--- config.mk ---
export PLATFORM = sky130hd
export DESIGN_NAME = fetch_controller
export DESIGN_NICKNAME = d
export VERILOG_FILES = /design/src/rtl/fetch_pkg.sv /design/src/rtl/fetch_perf_counters.sv /design/src/rtl/fetch_controller.sv
export SDC_FILE = /design/constraint.sdc
export NUM_CORES = 1
export LEC_CHECK = 0
export CORE_MARGIN = 2
export CORE_UTILIZATION = 38
export DETAILED_ROUTE_END_ITERATION = 7
export GPL_TIMING_DRIVEN = 0
export PLACE_DENSITY = 0.72
export SYNTH_ARGS = -nofsm -noshare
export SYNTH_HDL_FRONTEND = slang
export SYNTH_SLANG_ARGS = --single-unit
--- constraint.sdc ---
create_clock -name clk -period 1.55 [get_ports clk]
set_clock_uncertainty 0.15 [all_clocks]
set_input_delay 0.31 -clock clk [delete_from_list [all_inputs] [get_ports clk]]
set_output_delay 0.31 -clock clk [all_outputs]
set_load 0.03 [all_outputs]
--- src/rtl/fetch_pkg.sv ---
// Shared types and constants for the instruction-fetch controller.
// The control bundle is kept as one packed struct so every output
// combination the controller can produce is named in a single place.
package fetch_pkg;

  typedef enum logic [1:0] {
    INIT = 2'd0,
    RUN  = 2'd1,
    HALT = 2'd2
  } fetch_state_t;

  // One-hot PC-source selects.
  localparam logic [3:0] BSEL_ZERO   = 4'b0001;
  localparam logic [3:0] BSEL_SEQ    = 4'b0010;
  localparam logic [3:0] BSEL_BRANCH = 4'b0100;
  localparam logic [3:0] BSEL_REG    = 4'b1000;

  // Width of the INIT down-counter; holds INIT_CYCLES-1 for INIT_CYCLES up to 15.
  localparam int INIT_CNT_W = 4;

  typedef struct packed {
    logic       load_pc;
    logic [3:0] branch_sel;
    logic       if_id_en;
    logic       if_id_flush;
    logic       id_ex_en;
    logic       id_ex_flush;
    logic       halted;
  } fetch_ctl_t;

  // Reset and INIT: force PC to zero and flush both pipeline registers.
  localparam fetch_ctl_t CTL_RESET = '{
    load_pc: 1'b1, branch_sel: BSEL_ZERO, if_id_en: 1'b0, if_id_flush: 1'b1,
    id_ex_en: 1'b0, id_ex_flush: 1'b1, halted: 1'b0};

  // Data memory busy: freeze everything, no flushes.
  localparam fetch_ctl_t CTL_FREEZE = '{
    load_pc: 1'b0, branch_sel: BSEL_SEQ, if_id_en: 1'b0, if_id_flush: 1'b0,
    id_ex_en: 1'b0, id_ex_flush: 1'b0, halted: 1'b0};

  // Register-indirect jump: load register target, squash IF and ID.
  localparam fetch_ctl_t CTL_REDIRECT_REG = '{
    load_pc: 1'b1, branch_sel: BSEL_REG, if_id_en: 1'b0, if_id_flush: 1'b1,
    id_ex_en: 1'b0, id_ex_flush: 1'b1, halted: 1'b0};

  // Taken branch: load branch target, squash IF and ID.
  localparam fetch_ctl_t CTL_REDIRECT_BR = '{
    load_pc: 1'b1, branch_sel: BSEL_BRANCH, if_id_en: 1'b0, if_id_flush: 1'b1,
    id_ex_en: 1'b0, id_ex_flush: 1'b1, halted: 1'b0};

  // Load-use stall or halt decode: hold PC and IF/ID, bubble into ID/EX.
  localparam fetch_ctl_t CTL_BUBBLE = '{
    load_pc: 1'b0, branch_sel: BSEL_SEQ, if_id_en: 1'b0, if_id_flush: 1'b0,
    id_ex_en: 1'b0, id_ex_flush: 1'b1, halted: 1'b0};

  // Normal sequential fetch.
  localparam fetch_ctl_t CTL_SEQ = '{
    load_pc: 1'b1, branch_sel: BSEL_SEQ, if_id_en: 1'b1, if_id_flush: 1'b0,
    id_ex_en: 1'b1, id_ex_flush: 1'b0, halted: 1'b0};

  // Halted: PC frozen, ID/EX keeps clocking NOPs so the back end drains.
  localparam fetch_ctl_t CTL_HALT = '{
    load_pc: 1'b0, branch_sel: BSEL_SEQ, if_id_en: 1'b0, if_id_flush: 1'b0,
    id_ex_en: 1'b1, id_ex_flush: 1'b1, halted: 1'b1};

endpackage

--- src/rtl/fetch_perf_counters.sv ---
// Saturating performance counters for the fetch controller: stall cycles,
// applied redirects and RUN cycles. Only instantiated when the top is built
// with FETCH_PERF_CNT_EN.
module fetch_perf_counters #(
  parameter int CNT_W = 16
) (
  input  logic             clk,
  input  logic             reset,
  input  logic             stall_inc,
  input  logic             flush_inc,
  input  logic             run_inc,
  output logic [CNT_W-1:0] stall_cnt,
  output logic [CNT_W-1:0] flush_cnt,
  output logic [CNT_W-1:0] run_cnt
);

  // Each counter sticks at all-ones rather than wrapping, so a long run
  // never reports a misleadingly small value.
  always_ff @(posedge clk) begin
    // NOTE: state updates use non-blocking assignments so every register
    // samples the pre-edge values, independent of statement order.
    if (reset) begin
      stall_cnt <= '0;
      flush_cnt <= '0;
      run_cnt   <= '0;
    end else begin
      if (stall_inc && (stall_cnt != '1)) stall_cnt <= stall_cnt + CNT_W'(1);
      if (flush_inc && (flush_cnt != '1)) flush_cnt <= flush_cnt + CNT_W'(1);
      if (run_inc   && (run_cnt   != '1)) run_cnt   <= run_cnt   + CNT_W'(1);
    end
  end

endmodule

--- src/rtl/fetch_controller.sv ---
// Instruction-fetch sequencer: picks the PC source and drives the IF/ID and
// ID/EX enables/flushes for redirects, load-use hazards, memory busy and halt.
// Optional build macro FETCH_PERF_CNT_EN adds saturating stall/flush/run
// counters on extra output ports.
module fetch_controller
  import fetch_pkg::*;
#(
  parameter int INIT_CYCLES = 1,
  parameter int CNT_W       = 16
) (
  input  logic             clk,
  input  logic             reset,
  input  logic             branch_taken_ex,
  input  logic             jump_reg_ex,
  input  logic             load_use_id,
  input  logic             mem_busy,
  input  logic             halt_id,
  input  logic             resume,
  output logic             load_pc,
  output logic [3:0]       branch_sel,
  output logic             if_id_en,
  output logic             if_id_flush,
  output logic             id_ex_en,
  output logic             id_ex_flush,
  output logic             halted
`ifdef FETCH_PERF_CNT_EN
  ,
  output logic [CNT_W-1:0] stall_cnt,
  output logic [CNT_W-1:0] flush_cnt,
  output logic [CNT_W-1:0] run_cnt
`endif
);

  localparam logic [INIT_CNT_W-1:0] INIT_LOAD = INIT_CNT_W'(INIT_CYCLES - 1);

  fetch_state_t            state;
  fetch_state_t            next_state;
  logic [INIT_CNT_W-1:0]   init_cnt;
  logic [INIT_CNT_W-1:0]   next_cnt;
  fetch_ctl_t              ctl;

  // State register; reset always re-enters INIT with a fresh count.
  always_ff @(posedge clk) begin
    if (reset) begin
      state    <= INIT;
      init_cnt <= INIT_LOAD;
    end else begin
      state    <= next_state;
      init_cnt <= next_cnt;
    end
  end

  // Next-state and output decode; reset overrides the state so outputs are
  // correct even in the first cycle when the state register is unknown.
  always_comb begin
    // NOTE: every variable gets a default before any branch so no path
    // leaves one unassigned, which would otherwise infer a latch.
    ctl        = CTL_RESET;
    next_state = state;
    next_cnt   = init_cnt;
    if (!reset) begin
      case (state)
        INIT: begin
          ctl = CTL_RESET;
          if (init_cnt == '0) next_state = RUN;
          else                next_cnt   = init_cnt - 1'b1;
        end
        RUN: begin
          // Memory busy freezes the pipe and masks everything else; the
          // datapath holds its requests so they are seen again next cycle.
          if (mem_busy)             ctl = CTL_FREEZE;
          else if (jump_reg_ex)     ctl = CTL_REDIRECT_REG;
          else if (branch_taken_ex) ctl = CTL_REDIRECT_BR;
          else if (load_use_id)     ctl = CTL_BUBBLE;
          else if (halt_id) begin
            // Only reached without a redirect: a halt on the wrong path is
            // squashed instead of honoured.
            ctl        = CTL_BUBBLE;
            next_state = HALT;
          end else                  ctl = CTL_SEQ;
        end
        HALT: begin
          ctl = CTL_HALT;
          if (resume) next_state = RUN;
        end
        default: begin
          ctl        = CTL_RESET;
          next_state = INIT;
          next_cnt   = INIT_LOAD;
        end
      endcase
    end
  end

  assign load_pc     = ctl.load_pc;
  assign branch_sel  = ctl.branch_sel;
  assign if_id_en    = ctl.if_id_en;
  assign if_id_flush = ctl.if_id_flush;
  assign id_ex_en    = ctl.id_ex_en;
  assign id_ex_flush = ctl.id_ex_flush;
  assign halted      = ctl.halted;

`ifdef FETCH_PERF_CNT_EN
  logic run_active;
  logic redirect_applied;
  logic stall_applied;

  // Events as actually applied this cycle, after RUN priority resolution.
  assign run_active       = !reset && (state == RUN);
  assign redirect_applied = run_active && !mem_busy && (jump_reg_ex || branch_taken_ex);
  assign stall_applied    = run_active &&
                            (mem_busy || (load_use_id && !jump_reg_ex && !branch_taken_ex));

  fetch_perf_counters #(
    .CNT_W (CNT_W)
  ) u_perf (
    .clk       (clk),
    .reset     (reset),
    .stall_inc (stall_applied),
    .flush_inc (redirect_applied),
    .run_inc   (run_active),
    .stall_cnt (stall_cnt),
    .flush_cnt (flush_cnt),
    .run_cnt   (run_cnt)
  );
`endif

endmodule

Word-level counts from Yosys, hierarchy flattened
Cells that the tools add are included.
{"block": "op_classes", "add_sub_neg": 1, "eq_ne": 10, "mux": 17, "n_bitwise": 1, "n_reduce_logical": 5}
{"op": "two-way mux 10 bit", "n": 6}
{"op": "one-hot mux 10 bit (2 select lines)", "n": 1}
{"op": "!= test 2 bit, second input constant", "n": 8}
{"op": "two-way mux 2 bit", "n": 7}
{"op": "one-hot mux 4 bit (2 select lines)", "n": 1}
{"op": "AND reduction 7 bit", "n": 1}
{"op": "one-hot mux 2 bit (3 select lines)", "n": 1}
{"op": "logical NOT 4 bit", "n": 1}
{"op": "two-way mux 4 bit", "n": 1}
{"op": "subtractor 4 x 1 -> 4 bit, second input constant", "n": 1}
{"op": "== test 2 x 1 -> 1 bit, second input constant", "n": 1}
{"op": "== test 2 bit, second input constant", "n": 1}
{"op": "logical NOT 2 bit", "n": 1}
{"op": "AND reduction 2 bit", "n": 1}
{"op": "OR reduction 2 bit", "n": 1}
{"op": "NOT 1 bit", "n": 1}
{"block": "word_totals", "reg_bits": 6, "input_bits": 8, "output_inout_bits": 10, "wordCells": 36}

Longest topological paths before layout
Gate-level depths: netlist of run 1.
{"block": "depth", "word_depth": 7, "ltp_mapped": 6, "depth_no_buf": 6}

Worst setup path before layout of run 1
No wires, ideal clock.
{"block": "synth_path", "kind": "register to output", "from": "register state[1]", "to": "output branch_sel[2]", "arrival_ns": 1.797, "required_ns": 1.090, "setup_slack_ns": -0.707, "path_stages_with_launch": 6, "path_buffers": 0, "cell_sequence": "dfxtp_1 -> inv_1 -> ha_1 -> nor2b_1 -> nand2_1 -> nor3b_1"}
{"block": "synth_via", "elab_chain_len": 3, "word_cells_on_any_way": 4}
{"element": "start: declaration", "line": "fetch_controller.sv:36", "rtl": "fetch_state_t state;"}
{"element": "start signal: assignment", "line": "fetch_controller.sv:48", "rtl": "state <= next_state;"}
{"element": "== test 2 bit / == test 2 x 1 -> 1 bit (equally long branches)", "line": "fetch_controller.sv:62", "rtl": "case (state)"}
{"element": "one-hot mux 10 bit (2 select lines) (*)", "line": "fetch_controller.sv:62"}
{"element": "two-way mux 10 bit (*)", "line": "fetch_controller.sv:61", "rtl": "if (!reset) begin"}
{"element": "end: declaration", "line": "fetch_controller.sv:20", "rtl": "output logic [3:0] branch_sel,"}
Mark *: on every way between the ends. The rest lies on a longest branch, timed or not.

Worst setup path after layout of run 1
{"block": "layout_path", "from": "register state[0]", "to": "output branch_sel[2]"}
The elaborated chain is that of the path after synthesis.

==> out/results.tsv, run 1 <==
stage	metric	value	unit
sta	timing.max_slew.rel_slack	56.0	%
critical_path	setup.worst_path.start_class	flip-flop	
sta	worstMarginPinSlew	0.659	ns
layout	final_cell_mix	17 x sky130_fd_sc_hd__buf_4, 12 x sky130_fd_sc_hd__buf_6, 7 x sky130_fd_sc_hd__nor2_1	
clock_network	cts.root.buffer_cell	sky130_fd_sc_hd__clkbuf_4	
pwr	reported_leakage_power	0.456	nW
synth	yosys_warnings	0	
drt	routed_antenna_nets	0	
drt	detailedRoute.firstPassIterationCount	4	
critical_path	critPathKind	flip-flop to output port	
synth	syn-instance-count	68	
floorplan	start_util	40.5	%
clock_network	tritoncts	done	
layout	fillCellCount	55	
clock_network	worst_skew_pair.late_latency	0.25	ns
floorplan	fp.dieArea	1680	um2
sta	period_minus_slack	2.02	ns
synth	synth.net_count	82	
drt	route.top_layer_used	met4	
sta	setup_viol	16	
sta	unrepaired_setup_endpoints_after_global_routing	true	
grt	first_pass_grt_wire_length	2640	um
layout	drive_gt1_share	73.1	%
drt	route.detailed.wl_per_inst	20.3	um
flow_run	drv_cap	0	
synth	synth_seq_area_share	23.1	%
floorplan	std_cell_rows	13	
status	outcome	finished, violations left	
drt	vias	710	
clock_network	cts_buffer_depth	2	
clock_network	cts_buffers	3	
synth	yosys.area_share.simple	28.8	%
layout	antenna_cells	0	
critical_path	worst_path_cell_trace	inv_4 -> ha_4 -> nor2b_4 -> nand2_2 -> nor3b_4 -> buf_6	
critical_path	crit_slowest_cell	sky130_fd_sc_hd__dfxtp_4	
layout	post-route-util	90.1	%
pwr	report.power.total	0.00233	W
critical_path	worst_ep_arrival_time	1.56	ns
floorplan	die-width	41.0	um
placement	hpwl_after_dpl	1040	um
grt	antenna_violations_before_repair	0	
critical_path	critical_path_cell_count	6	
synth	netlist.area_leader.share	23.1	%
clock_network	ctsHtreeMaxLevel	1	
synth	seq_cells_post_synth	6	
grt	grt_overflow_total	0	
synth	complex_gate_fraction_of_the_synthesized_area	27.2	%
placement	placer_congestion_estimate	0.757	
drt	via_per_inst	5.77	
floorplan	design.portCount	18	
placement	dp_slack	-1.17	ns
sta	layout_setup_ws	-0.468	ns
critical_path	critPathCaptureType	output port	
critical_path	cpPeakStageDelay	0.37	ns
clock_network	clock_sinks	6	
synth	postSynthAreaPerCell	7.65	um2
critical_path	path_delay_family	simple AND/OR/NAND/NOR gates	
synth	ys_types	26	
critical_path	worstPathMaxFanout	3	
critical_path	worstPathBufferInverterCount	2	
drt	finalWirelength	2500	um
sta	finalHoldViolCount	0	
layout	layout.cells.non_filler	123	
sta	clock.fmax	496	MHz
synth	yosys.area_share.xor_xnor	0	%
floorplan	die_h	41.0	um
sta	drv_slew	0	
synth	yosys.area_share.adder	14.4	%
critical_path	reg2regPathDepth	7	
synth	synth_area_leaders	sky130_fd_sc_hd__dfxtp_1 23%, sky130_fd_sc_hd__ha_1 14%, sky130_fd_sc_hd__nor2_1 7.9%	
synth	syn-cell-area	520	um2
clock_network	clkSlewWorstSetupHoldPaths	0.05	ns
layout	synthesis_to_layout_area_growth	122	%
synth	synthMuxAreaShare	0	%
drt	wl_met3	171	um
drt	m1WireLength	1060	um
grt	first_global_vias	603	
grt	maximum_number_of_pins_on_one_net_before_global_route_repair	11	
grt	grt_usage	24.6	%
layout	nets	124	
drt	dr.first_iter.drc_count	36	
synth	yosysTopAreaCell	sky130_fd_sc_hd__dfxtp_1	
worst_hold_path	timing.hold.worst.class	flip-flop to flip-flop	
pwr	irDropWorstVdd	1.23	mV
critical_path	critical_path_required	1.09	ns
status	failing_checks	setup timing	
drt	wl_met2	1250	um
worst_hold_path	worstHoldPathCells	2	
clock_network	postCtsHoldBufs	0	
synth	largest_family_of_logic_cells_by_synthesized_area	simple AND/OR/NAND/NOR gates	
layout	layout.cells.most_common	sky130_fd_sc_hd__buf_4	
placement	port_buffers	16	
drt	post-route-drc-count	0	
placement	dpl.cell_count	99	
floorplan	core	1280	um2
sta	finalCritPeriodShare	130	%
pwr	p_per_cell_area	2010	nW/um2
cells in the mapped netlist:
library cell	instances
sky130_fd_sc_hd__nor2_1	11
sky130_fd_sc_hd__inv_1	7
sky130_fd_sc_hd__a21oi_1	6
sky130_fd_sc_hd__dfxtp_1	6
sky130_fd_sc_hd__ha_1	6
sky130_fd_sc_hd__nand2_1	5
sky130_fd_sc_hd__nor3_1	3
sky130_fd_sc_hd__nand3_1	2
sky130_fd_sc_hd__nor2b_1	2
sky130_fd_sc_hd__nor3b_1	2
sky130_fd_sc_hd__o21ai_0	2
sky130_fd_sc_hd__o31ai_1	2
sky130_fd_sc_hd__a211o_2	1
sky130_fd_sc_hd__a21o_2	1
sky130_fd_sc_hd__a221oi_1	1
sky130_fd_sc_hd__a31o_2	1
sky130_fd_sc_hd__a32oi_1	1
sky130_fd_sc_hd__and3_1	1
sky130_fd_sc_hd__clkbuf_1	1
sky130_fd_sc_hd__inv_2	1
sky130_fd_sc_hd__nand2_2	1
sky130_fd_sc_hd__nand2b_1	1
sky130_fd_sc_hd__nor3b_4	1
sky130_fd_sc_hd__o21bai_1	1
sky130_fd_sc_hd__o22a_4	1
sky130_fd_sc_hd__o41ai_2	1
through the flow:
| step | hold WS (ns) | TNS [ns] | area [um2] |
|---|---|---|---|
| floorplan | 0.330 | -0.763 | 607 |
| global placement | 0.361 | -9.26 | 786 |
| detailed placement | 0.369 | -9.43 | 786 |
| CTS | 0.360 | -3.51 | 1000 |
| global route | 0.406 | -4.94 | 1160 |
| finish | 0.390 | -4.32 | 1160 |
sequential cells by signal, indices dropped and copies added, names as in the netlist:
register  flops
state         2
init_cnt      4
final timing paths:
check / start / endpoint / slack (ns)
worst min register to register: init_cnt[3] / init_cnt[2] / 0.39
worst max-delay path: state[0] / branch_sel[2] / -0.47
worst max register to register: state[0] / state[0] / -0.10
worst min-delay path: init_cnt[3] / init_cnt[2] / 0.39
kinds of logic (layout without fill, tap and decap cells):
| family | Yosys count | in the layout |
|---|---|---|
| AOI/OAI and AO/OA | 18 | 18 |
| adders and majority gates | 6 | 6 |
| buffers and inverters | 9 | 49 |
| DFF | 6 | 6 |
| and+or+nand+nor | 29 | 29 |
power by group:
| part | switching (W) | total, W | leakage (nW) | internal (W) |
|---|---|---|---|---|
| registers | 0.0000762 | 0.000302 | 0.0514 | 0.000225 |
| clock network | 0.0000602 | 0.000148 | 0.0138 | 0.0000878 |
| logic | 0.000895 | 0.00188 | 0.391 | 0.000983 |
| total | 0.00103 | 0.00233 | 0.456 | 0.00130 |
tightest hold or removal path, cell delays in order (launching register included):
cell and delay (ns):
sky130_fd_sc_hd__dfxtp_1 0.35, sky130_fd_sc_hd__nand2_1 0.09, sky130_fd_sc_hd__a21oi_2 0.05
cell type report:
class | count | area, um2 | area share [%]
Buffer | 1 | 3.75 | 0.324
Clock buffer | 3 | 22.5 | 1.95
Inverter | 8 | 45.0 | 3.89
Multi-Input combinational cell | 53 | 577 | 49.8
Tap cell | 15 | 18.8 | 1.62
Timing Repair Buffer | 37 | 358 | 30.9
Sequential cell | 6 | 133 | 11.5
layer usage:
metal,vias to the layer above,global-route usage (%)
met5,-,0
met1,358,32.0
li1,322,-
met3,4,9.78
met2,26,40.2
met4,0,0
what timing repair did:
| action | in CTS | in global routing |
|---|---|---|
| setup buffers | 12 | 10 |
| resized for setup | 94 | 24 |
| endpoints found under the setup margin | 13 | 15 |
| pin swaps | 8 | 8 |
| hold endpoints to repair | 0 | 0 |
Note: power is estimated with default switching activity, not from simulation.
==> run 2, diff against run 1 <==
--- a/config.mk
+++ b/config.mk
@@ -5,6 +5,7 @@
 export SDC_FILE = /design/constraint.sdc
 export NUM_CORES = 1
 export LEC_CHECK = 0
+export ABC_CLOCK_PERIOD_IN_PS = 1550
 export CORE_MARGIN = 2
 export CORE_UTILIZATION = 38
 export DETAILED_ROUTE_END_ITERATION = 7
==> results of run 2 <==
Same layout as run 1: the final DEF is identical, and so are final timing and power.
==> run 3, diff against run 2 <==
--- a/config.mk
+++ b/config.mk
@@ -11,6 +11,7 @@
 export DETAILED_ROUTE_END_ITERATION = 7
 export GPL_TIMING_DRIVEN = 0
 export PLACE_DENSITY = 0.72
+export SETUP_SLACK_MARGIN = 0.1
 export SYNTH_ARGS = -nofsm -noshare
 export SYNTH_HDL_FRONTEND = slang
 export SYNTH_SLANG_ARGS = --single-unit
==> out/results.tsv, run 3 (synthesis gave the netlist of run 1 again) <==
stage	metric	value	unit	change
clock_network	worst_skew_pair.late_latency	0.25	ns	about the same
sta	period_minus_slack	1.99	ns	-0.0244 ns
drt	via_per_inst	5.54		-4.1%
grt	first_global_vias	543		-10%
worst_hold_path	holdCritStartpoint	init_cnt[1]		
clock_network	postCtsHoldBufs	0		unchanged
grt	antenna_violations_before_repair	0		unchanged
critical_path	regToRegStartpoint	init_cnt[1]		
critical_path	setup.worst_path.start_class	flip-flop		
grt	maximum_number_of_pins_on_one_net_before_global_route_repair	11		unchanged
critical_path	worstPathMaxFanout	4		+1
drt	detailedRoute.firstPassIterationCount	4		unchanged
drt	vias	620		-13%
sta	setup_viol	12		-4
sta	timing.max_slew.rel_slack	57.2	%	+1.2 points
clock_network	tritoncts	done		
sta	clock.fmax	502	MHz	+1.2%
status	outcome	finished, violations left		
layout	layout.cells.most_common	sky130_fd_sc_hd__buf_6		
clock_network	cts_buffer_depth	2		unchanged
floorplan	die-width	41.0	um	unchanged
critical_path	critical_path_required	1.09	ns	about the same
grt	first_pass_grt_wire_length	2340	um	-11%
sta	finalCritPeriodShare	129	%	-1.6 points
drt	route.detailed.wl_per_inst	15.0	um	-26%
floorplan	die_h	41.0	um	unchanged
pwr	p_per_cell_area	1890	nW/um2	-5.8%
critical_path	slack_of_the_worst_reg_to_reg_path	-0.14	ns	-0.04 ns
critical_path	timing.rr.end	state[1]		
layout	drive_gt1_share	68.0	%	-5.1 points
drt	dr.first_iter.drc_count	5		-86%
layout	final_cell_mix	11 x sky130_fd_sc_hd__buf_6, 8 x sky130_fd_sc_hd__buf_4, 7 x sky130_fd_sc_hd__nor2_1		
drt	finalWirelength	1680	um	-33%
critical_path	crit_top_cell	sky130_fd_sc_hd__inv_4		
floorplan	design.portCount	18		unchanged
critical_path	cpPeakStageDelay	0.37	ns	about the same
clock_network	cts.root.buffer_cell	sky130_fd_sc_hd__clkbuf_4		
layout	antenna_cells	0		unchanged
worst_hold_path	min_delay_worst_endpoint	init_cnt[1]		
status	failing_checks	setup timing		
critical_path	worst_ep_arrival_time	1.53	ns	-0.03 ns
worst_hold_path	timing.hold.worst.class	flip-flop to flip-flop		
sta	worstMarginPinSlew	0.642	ns	-0.0175 ns
sta	layout_setup_ws	-0.443	ns	+0.0244 ns
critical_path	critPathCaptureType	output port		
floorplan	start_util	40.5	%	unchanged
sta	worst_hold_slack	0.359	ns	-0.0311 ns
sta	drv_slew	0		unchanged
critical_path	worstPathBufferInverterCount	4		+2
layout	synthesis_to_layout_area_growth	100	%	
layout	register_bank_with_the_most_flops	init_cnt		
clock_network	cts_buffers	3		unchanged
pwr	irDropWorstVdd	1.23	mV	-0.62%
clock_network	ctsHtreeMaxLevel	1		unchanged
floorplan	std_cell_rows	13		unchanged
drt	routed_antenna_nets	0		unchanged
pwr	reported_leakage_power	0.395	nW	-14%
placement	port_buffers	16		unchanged
layout	post-route-util	81.1	%	-9.0 points
critical_path	crit_slowest_cell	sky130_fd_sc_hd__dfxtp_4		
critical_path	path_delay_family	buffers and inverters		
drt	post-route-drc-count	0		unchanged
clock_network	clock_sinks	6		unchanged
placement	hpwl_after_dpl	962	um	-7.2%
floorplan	core	1280	um2	unchanged
layout	layout_top_registers	init_cnt (4), state (2)		
critical_path	critPathKind	flip-flop to output port		
grt	grt_overflow_total	0		unchanged
layout	nets	113		-8.9%
flow_run	drv_cap	0		unchanged
worst_hold_path	worstHoldPathCells	2		unchanged
grt	grt_usage	21.7	%	-2.9 points
critical_path	worst_path_cell_trace	inv_4 -> ha_4 -> nor2b_4 -> buf_4 -> inv_4 -> a21oi_4 -> buf_6		
critical_path	reg2regPathDepth	6		-1
sta	finalHoldViolCount	0		unchanged
sta	unrepaired_setup_endpoints_after_global_routing	true		
layout	fillCellCount	81		+47%
clock_network	clkSlewWorstSetupHoldPaths	0.05	ns	about the same
layout	largest_reg_flops	4		unchanged
placement	placer_congestion_estimate	0.761		+0.53%
floorplan	fp.dieArea	1680	um2	unchanged
[run 3: cell count changes in the layout (fill, tap and decap cells not counted), sizes merged]
cell	delta
dlygate4sd2	-1
clkdlybuf4s50	+1
buf	-11
[run 3: timing repair]
| action | 4_1_cts | 5_1_grt |
|---|---|---|
| endpoints found under the hold margin | 0 | 0 |
| pin swaps | 8 | 6 |
| buffers inserted | 6 | 6 |
| gates resized for setup | 93 | 13 |
| endpoints found under the setup margin | 14 | 16 |
[run 3: worst max path at each step]
stage	start	endpoint	slack, ns	cells after the start
after floorplan	state[1]	branch_sel[2]	-0.19	5
after global routing	state[0]	branch_sel[1]	-0.50	7
after CTS	state[0]	branch_sel[2]	-0.43	6
after detailed placement	jump_reg_ex	branch_sel[1]	-1.15	5
after global placement	jump_reg_ex	branch_sel[1]	-1.16	5
final	state[0]	id_ex_en	-0.44	7
[run 3: where the power goes]
part,internal (W),switching [W]
logic,0.000767,0.000761
clock network,0.0000878,0.0000590
registers,0.000225,0.0000755
total,0.00108,0.000895
[run 3: per-stage QoR]
step | TNS (ns) | setup slack [ns] | area [um2] | power [W] | std cells
floorplan | -0.613 | -0.191 | 611 | 0.00104 | 68
global placement | -9.27 | -1.16 | 790 | 0.00124 | 99
detailed placement | -9.32 | -1.15 | 790 | 0.00125 | 99
CTS | -3.32 | -0.430 | 952 | 0.00166 | 108
global route | -4.53 | -0.497 | 1040 | 0.00211 | 112
finish | -3.79 | -0.443 | 1040 | 0.00197 | 112
[run 3: metal layers]
metal / vias to the layer above / wire length [um] / track usage, %
met5: - / 0 / 0
met4: 0 / 0 / 2.50
met3: 0 / 86 / 9.78
met2: 19 / 871 / 33.6
met1: 301 / 723 / 28.2
li1: 300 / - / -
[run 3: worst min-delay path, delay by kind of cell (launching register included)]
kind / cells / cell delay, ns
AOI/OAI and AO/OA: 1 / 0.06
DFF: 1 / 0.35
and+or+nand+nor: 1 / 0.07
[run 3: layout make-up]
type | instances | area (um2) | share of cell area [%]
Multi-Input combinational cell | 53 | 559 | 53.7
Timing Repair Buffer | 26 | 260 | 25.0
Sequential cell | 6 | 133 | 12.7
Inverter | 8 | 45.0 | 4.32
Clock buffer | 3 | 22.5 | 2.16
Tap cell | 15 | 18.8 | 1.80
Buffer | 1 | 3.75 | 0.360
==> RTL edit: new RTL, config.mk and constraints of run 3 <==
Set the package constant `INIT_CNT_W` to 5 (it was 4).
--- a/src/rtl/fetch_pkg.sv
+++ b/src/rtl/fetch_pkg.sv
@@ -16,7 +16,7 @@
   localparam logic [3:0] BSEL_REG    = 4'b1000;
 
   // Width of the INIT down-counter; holds INIT_CYCLES-1 for INIT_CYCLES up to 15.
-  localparam int INIT_CNT_W = 4;
+  localparam int INIT_CNT_W = 5;
 
   typedef struct packed {
     logic       load_pc;
Function: no difference found for any inputs over 10 cycles, from zero or initial values and one cycle with reset high; that may be too few to reach the edited logic, so the function may still have changed.
==> RTL edit against run 3 <==
The flow still finishes with violations (negative setup slack). Synthesized cell count rose by 4.4%. Design area is 6.1% higher. Non-clock buffer count grew 4. Worst setup slack got worse by 0.022 ns. Hold slack worse by 0.023 ns. Sequential cell count grew 1. Area after synthesis increased by 2.9%. Total power fell by 9.7%. Routed wire length grew 2.6%. Critical path type unchanged. Critical endpoint is now branch_sel[2]. Largest cell class unchanged.
==> RTL edit: results (changes against run 3) <==
The flow ran to the end, but the final reports show violations. The number of setup violations in the final report is 16 (+4). The total routing resource utilization after global routing is 19.3% (-2.5 points).

The adder-cell area share of the yosys netlist was 11.7% (-2.7 points); the post-route worst hold slack was 0.336 ns (-0.0230 ns). The layout filler cell count is 74 (-8.6%). By count the netlist is led by nor2_1 (12), dfxtp_1 (7), inv_1 (7). The total internal power is 1.01 mW (-6.1%), and the maximum fanout encountered on the critical timing path is 4 (unchanged). The total power draw is 1.78 mW (-9.7%). The tools report the setup slack of the worst register-to-register path as -0.25 ns (-0.11 ns). Critical path's top delay family: simple AND/OR/NAND/NOR gates. The logs give 0.448 nW (+14%) for the static leakage and -1.20 ns (-0.0525 ns) for the worst setup timing slack at the placement stage.

The sequential fraction of the synthesis area was 26.2% (+3.1 points). Number of port buffers: 17 (+1). The critical setup path kind is flop to primary output. The routed metal-1 wirelength was 805 um (+11%). Routability congestion estimate from global placement: 0.825 (+8.4%). The worst hold path terminates at init_cnt[4]$_SDFFE_PP0P_. The run gives 1.05 mm (+9.3%) as the detailed-placement wirelength estimate. The net count after synthesis was 84 (+2.4%); the routed wirelength normalized by instance count was 14.4 um (-4.3%). The count of buffers added by post-CTS timing repair for setup was 6 (unchanged). The logs give 1.32 mW (-14%) for the combinational gate power and -4.62 ns (-0.824 ns) for the final sum of negative setup slack.

The logs give -0.465 ns (-0.0221 ns) for the slack of the critical path and 841 um (-3.4%) for the wire length on met2. The worst ir drop on vdd was 0.00100 V (-19%). The beginning of the critical path is state[1]$_SDFFE_PP0P_. The critical-path cell with the highest stage delay was dfxtp_2. The number of cells on the worst hold path was 1 (-1); the share of synthesized area spent on multiplexers was 1.87% (+1.9 points).

The power drawn by the sequential cells came out at 0.294 mW (-2%). Global-route wire length before repair: 2.56 mm (+9.4%). Number of global-route vias before repair: 574 (+5.7%).

The tools report the initial DRC count as 10 (+5). Ranked by total cell area, the synthesized netlist is headed by dfxtp_1 (26%), ha_1 (12%), nor2_1 (8.4%). The final global-route overflow total is 0 (unchanged).

Following the worst setup path forward leads to its endpoint at branch_sel[2]. Pin count of the biggest net entering global routing: 11 (unchanged). The proportion of layout cells with a drive suffix above 1 was 62.9% (-5.2 points); the number of gates given a new drive strength after cts was 92 (-1.1%). The worst slew margin relative to its limit is 81.2% (+24 points). The checks that failed: negative setup slack.

The worst reg-to-reg path cell count was 5 (-1). The post-synthesis compound-gate area fraction works out to 21.3% (-5.9 points). The largest registers in the layout are init_cnt: 5 flops, state: 2 flops.

The detailed router used layers up to and including met4. The standard cell area after detailed placement is 848 um^2 (+7.4%).
RTL edit: metal layers:
| metal | up-vias | GRT usage (%) |
|---|---|---|
| met4 | 0 | 5.81 |
| met5 | - | 0 |
| met2 | 12 | 27.8 |
| met3 | 2 | 7.83 |
| met1 | 301 | 26.1 |
| li1 | 320 | - |
RTL edit: stage by stage:
| step | cells | utilization [%] |
|---|---|---|
| finish | 120 | 85.0 |
| global route | 120 | 85.0 |
| CTS | 113 | 77.8 |
| detailed placement | 103 | 65.2 |
| global placement | 103 | 65.2 |
| floorplan | 71 | - |
RTL edit: cell type report:
| cell class | instances | area [um^2] | share of cell area, % |
|---|---|---|---|
| inverter | 7 | 33.8 | 3.05 |
| multi-input combinational | 56 | 579 | 52.4 |
| timing repair buffer | 30 | 287 | 25.9 |
| tap | 15 | 18.8 | 1.70 |
| buffer | 1 | 13.8 | 1.24 |
| clock buffer | 4 | 26.3 | 2.38 |
| sequential | 7 | 148 | 13.3 |
